[config.mk]
export PLATFORM = sky130hd
export DESIGN_NAME = kyber_decenc_phase_ctrl
export DESIGN_NICKNAME = d
export VERILOG_FILES = /design/src/rtl/kyber_decenc_phase_ctrl.sv
export SDC_FILE = /design/constraint.sdc
export NUM_CORES = 1
export LEC_CHECK = 0
export BUFFER_PORTS_ARGS = -buffer_cell sky130_fd_sc_hd__buf_2
export CAP_MARGIN = 20
export CORE_UTILIZATION = 49
export DETAILED_ROUTE_END_ITERATION = 8
export PLACE_DENSITY = 0.75
export SLEW_MARGIN = 20
export SYNTH_ARGS = -nofsm -noshare
export SYNTH_HDL_FRONTEND = slang
export SYNTH_SLANG_ARGS = --single-unit
[constraint.sdc]
create_clock -name clk -period 2.3 [get_ports clk]
set_clock_uncertainty 0.2 [all_clocks]
set_input_delay 0.23 -clock clk [delete_from_list [all_inputs] [get_ports clk]]
set_output_delay 0.23 -clock clk [all_outputs]
set_load 0.01 [all_outputs]
[src/rtl/kyber_decenc_phase_ctrl.sv]
// Phase sequencer for the Kyber encapsulation/decapsulation datapath: steps
// through the ENC or DEC phase list, launches each unit, and watches for hangs.
module kyber_decenc_phase_ctrl #(
  parameter logic [15:0] TIMEOUT = 16'd8192
) (
  input  logic        clk,
  input  logic        rst_n,
  input  logic        start,
  input  logic        enc_dec_sel,
  input  logic        abort,
  input  logic [11:0] phase_done,
  output logic [3:0]  cstate,
  output logic        mux_enc_dec,
  output logic [11:0] phase_start,
  output logic        busy,
  output logic        done,
  output logic        err
);

  // state | meaning
  // IDLE     | no operation running
  // UNPACK   | unpack input operands
  // NTT      | forward NTT
  // PACC     | pointwise multiply-accumulate
  // INTT     | inverse NTT
  // SUB      | subtraction (DEC only)
  // REDUCE   | modular reduction
  // TO_MSG   | decode to message (DEC final)
  // FROM_MSG | encode message (ENC only)
  // HASH     | hashing (ENC only)
  // ADD      | addition (ENC only)
  // PACK     | pack ciphertext (ENC final)
  typedef enum logic [3:0] {
    IDLE     = 4'd0,
    UNPACK   = 4'd1,
    NTT      = 4'd2,
    PACC     = 4'd3,
    INTT     = 4'd4,
    SUB      = 4'd5,
    REDUCE   = 4'd6,
    TO_MSG   = 4'd7,
    FROM_MSG = 4'd8,
    HASH     = 4'd9,
    ADD      = 4'd10,
    PACK     = 4'd11
  } phase_t;

  localparam logic [15:0] WD_LAST = TIMEOUT - 16'd1;

  phase_t      state;
  phase_t      nxt;
  logic [15:0] wd;
  logic [15:0] done_ext;
  logic        entry;
  logic        cur_done;
  logic        wd_expired;

  function automatic phase_t next_phase(input phase_t p, input logic dec);
    case (p)
      UNPACK:   return dec ? NTT : HASH;
      HASH:     return NTT;
      NTT:      return PACC;
      PACC:     return INTT;
      INTT:     return dec ? SUB : FROM_MSG;
      SUB:      return REDUCE;
      REDUCE:   return dec ? TO_MSG : PACK;
      FROM_MSG: return ADD;
      ADD:      return REDUCE;
      default:  return IDLE;
    endcase
  endfunction

  // The launch pulse marks the entry cycle; completion and timeout are only
  // honoured after it, so the watchdog counts eligible cycles only.
  assign done_ext   = {4'b0000, phase_done};
  assign entry      = |phase_start;
  assign cur_done   = done_ext[state] & ~entry;
  assign wd_expired = ~entry & (wd == WD_LAST);
  assign cstate     = state;

  always_comb begin
    nxt = IDLE;
    nxt = next_phase(state, mux_enc_dec);
  end

  always_ff @(posedge clk or negedge rst_n) begin
    if (!rst_n) begin
      state       <= IDLE;
      mux_enc_dec <= 1'b0;
      phase_start <= '0;
      busy        <= 1'b0;
      done        <= 1'b0;
      err         <= 1'b0;
      wd          <= '0;
    end else begin
      phase_start <= '0;
      done        <= 1'b0;
      if (state == IDLE) begin
        if (start) begin
          state       <= UNPACK;
          mux_enc_dec <= enc_dec_sel;
          phase_start <= 12'd1 << UNPACK;
          busy        <= 1'b1;
          err         <= 1'b0;
          wd          <= '0;
        end
      end else if (abort) begin
        state <= IDLE;
        busy  <= 1'b0;
        wd    <= '0;
      end else if (cur_done) begin
        wd <= '0;
        if (nxt == IDLE) begin
          state <= IDLE;
          busy  <= 1'b0;
          done  <= 1'b1;
        end else begin
          state       <= nxt;
          phase_start <= 12'd1 << nxt;
        end
      end else if (wd_expired) begin
        state <= IDLE;
        busy  <= 1'b0;
        err   <= 1'b1;
        wd    <= '0;
      end else if (!entry) begin
        wd <= wd + 16'd1;
      end
    end
  end

endmodule

==> impl_results.md <==
* Outcome: complete, no violations
* Ys async rst share at 1.00
* Synthesized area per cell at roughly 9.9 sq um
* Slew at the pin with the worst max-slew slack at 776 ps
* Number of cells on the critical path at 7
* Prevailing post-synth register cell: dfrtp_1
* WL/cell at 15.8 um
* H-tree depth at 2
* DRC viols at 0
* Port Buffers at 36
* Req. time, crit path at 2260 ps
* P_leak at 1.06 nW
* Layout cells sized above 1 at 0.312
* Final hold violation count at 0
* Die ar. at roughly 4200 sq um
* VDD IR max at 585 uV
* Cell count after synthesis at between 150 and 200
* Pre-CTS worst setup slack at -34.4 ps
* Num CTS Buffers at 5
* CTS Buffer Depth at 2
* Final min period at 2270 ps
* Clk_lat worst skew at between 200 and 300 ps
* Post-synthesis register bit count at 36
* CORE AREA at between 3000 and 4000 sq um
* Crit. End Element: register
* Row count at 22
* Top cell type's share of synthesized area at 0.463
* Setup violations, final at 0
* Final core occ at 0.643
* Cell area after synthesis at a little under 2000 sq um
* # diodes at 0
* Max_slew headroom at 0.483
* Fmax at between 400 and 500 MHz
* NumNets Final at 264
* Critical Path Fanout Max at 5
* Register area share after synthesis at 0.463
* Main combinational cell family by area after synthesis: simple AND/OR/NAND/NOR gates
* Unrepaired setup endpoints after global routing: yes
* Worst Hold Slack at ~57 ps
* Area delta synth->final at 23.9%
* Crit path max-delay family: compound AO/OA/AOI/OAI gates
* Post-route ant nets at 0
* Worst setup margin at roughly 32 ps
* Total GRT Usage at 0.239
* Crit path cell chain: nor4_2, buf_4, a311oi_2, or2_4, buf_4, o41ai_1, a21oi_1
* Synth top area cells: dfrtp_1, nor4_1, xnor2_1
* Largest net degree at the start of global routing at 37
* Synth Area in Simple Gates at 0.261
* Yosys warnings at 0
* Period utilisation layout at 0.986
* Number of fill cells in the layout at 316
* Critical path's slowest cell: dfrtp_1
* DP HPWL at 3.26 mm
* Critical path class: register to register
* Die H at around 65 um
* Via/cell ratio at 5.88
* Total Wirelength at around 4.7 mm
* Hold depth at 3
* Total gr overflow at 0
* Power Dens Cells at approximately 900 nW/um^2
* First-pass GRT wire length at about 7.5 mm
* Post-synth EDFFs at 0
* Post-synthesis xor/xnor area fraction at 0.0541
* Crit path DAT at 2230 ps
* First drt pass iteration count at 4
* Worst-path clk slew at ~70 ps
* Initial antenna violation count at 0
* CTS tree: built
* Vias in the first global route at roughly 1.6k
* Netlist cell types at 50
* Top cell type by total area after synthesis: dfrtp_1
* Reg2reg path depth at 7
* Clk sinks at 36
* Seq. cell area at ~900 sq um
* 1st-iter DRT viols at about 160
* Synth Area in Compound Gates at 0.130
* Max-cap violation count at 0
* Vias at approximately 1.7k
* CTS root buffer: clkbuf_8
* Startpoint types: register
* HP Class: primary input to register
* Post-Syn Nets at 214
* Multiplexer area fraction after synthesis at 0.0341
* Io pins at 37
* CP Buf/Inv Count at 2
* Starting Density at 0.519
* CP peak stage delay at between 300 and 400 ps
* Die Wd at roughly 65 um
* CP most frequent cell: buf_4
* Slew Viols, Final at 0
* GP Congestion at just over 0.8
* Area share of fa/ha/maj cells after synthesis at 0.00644
* Multi-input gate area at 986 sq um
==> tightest hold or removal path, cell delays in order <==
cell and delay (ps):
buf_2 110, nand2_1 70, a21o_1 110
==> layout by cell type (no fill, tap or decap), types with 4 or more instances in the layout <==
| master | synthesis | final |
|---|---|---|
| buf_2 | 4 | 36 |
| dfrtp_1 | 36 | 35 |
| nor4_1 | 16 | 16 |
| buf_4 | 0 | 16 |
| nor2_1 | 15 | 15 |
| nand2_1 | 14 | 14 |
| nand3_1 | 11 | 11 |
| xnor2_1 | 11 | 11 |
| inv_1 | 8 | 8 |
| o21ai_0 | 6 | 6 |
| clkbuf_8 | 0 | 6 |
| o32a_1 | 4 | 4 |
| o22ai_1 | 4 | 4 |
| a21oi_1 | 4 | 4 |
==> Yosys cell counts (2+ instances only) <==
master	instances
nor2b_1	3
nor2_1	15
o32a_1	4
mux4_2	2
o31ai_1	4
nand2b_1	3
or4_1	2
nand2_1	14
clkbuf_1	4
nor4_2	3
buf_2	4
buf_1	2
dfrtp_1	36
nor4_1	16
a21oi_1	4
o22ai_1	4
inv_1	8
or2_2	2
nand4_1	3
nor3_1	4
xnor2_1	11
and4_1	2
and3_1	3
buf_6	2
o21ai_0	6
nand3_1	11
==> final timing paths <==
| check | start | to | slack (ps) |
|---|---|---|---|
| hold / removal | start | err$_DFFE_PN0P_ | 60 |
| min in group asynchronous | rst_n | cstate[0]$_DFFE_PN0P_ | 350 |
| setup / recovery | phase_start[6]$_DFF_PN0_ | wd[15]$_DFFE_PN0P_ | 30 |
| hold reg to reg | err$_DFFE_PN0P_ | err$_DFFE_PN0P_ | 280 |
| max in group asynchronous | rst_n | cstate[0]$_DFFE_PN0P_ | 1020 |
| setup reg to reg | phase_start[6]$_DFF_PN0_ | wd[15]$_DFFE_PN0P_ | 30 |
==> where the power goes <==
group	total, mW	internal (mW)	switching (mW)
Sequential	0.785	0.692	0.0925
Combinational	0.913	0.422	0.491
Clock	0.460	0.244	0.216
==> kinds of logic after synthesis <==
group / count (synthesis)
compound gates: 34
other cells: 1
fa+ha+maj: 1
simple gates: 88
buf+inv: 20
mux: 4
flops: 36
xor+xnor: 12
==> stage by stage <==
stage	power, mW	area, sq um	cells	setup TNS, ps
floorplan	1.36	1940	196	0
global placement	1.61	2240	283	0
detailed placement	1.62	2240	283	-34.4
CTS	2.09	2360	293	0
global route	2.27	2410	295	-150
finish	2.16	2410	295	0
==> repair_timing <==
action                                  4_1_cts  5_1_grt
setup buffers                                 0        2
hold buffers                                  2        0
gates resized for setup                       1        7
pin swaps                                     0        5
hold endpoints to repair                     37        0
endpoints found under the setup margin        2       26
==> area by class of cell <==
class	count	area share
clock buffers	8	0.0374
inverters	8	0.0125
multi-input cells	140	0.409
flip-flops and latches	36	0.375
well taps	48	0.0249
repair buffers	55	0.141
==> metal layers <==
| metal | routed length [um] | GRT usage | part of all wire |
|---|---|---|---|
| met3 | 239 | 0.0493 | 0.051 |
| met2 | 2210 | 0.348 | 0.47 |
| met4 | 70 | 0.0889 | 0.015 |
| met1 | 2150 | 0.349 | 0.46 |
| met5 | 0 | 0 | 0 |
==> state kept, by name, indices dropped and copies added (netlist names) <==
signal / count
mux_enc_dec: 1
phase_start: 12
busy: 1
cstate: 4
done: 1
err: 1
wd: 16
Power figures use the tool's default switching activity.
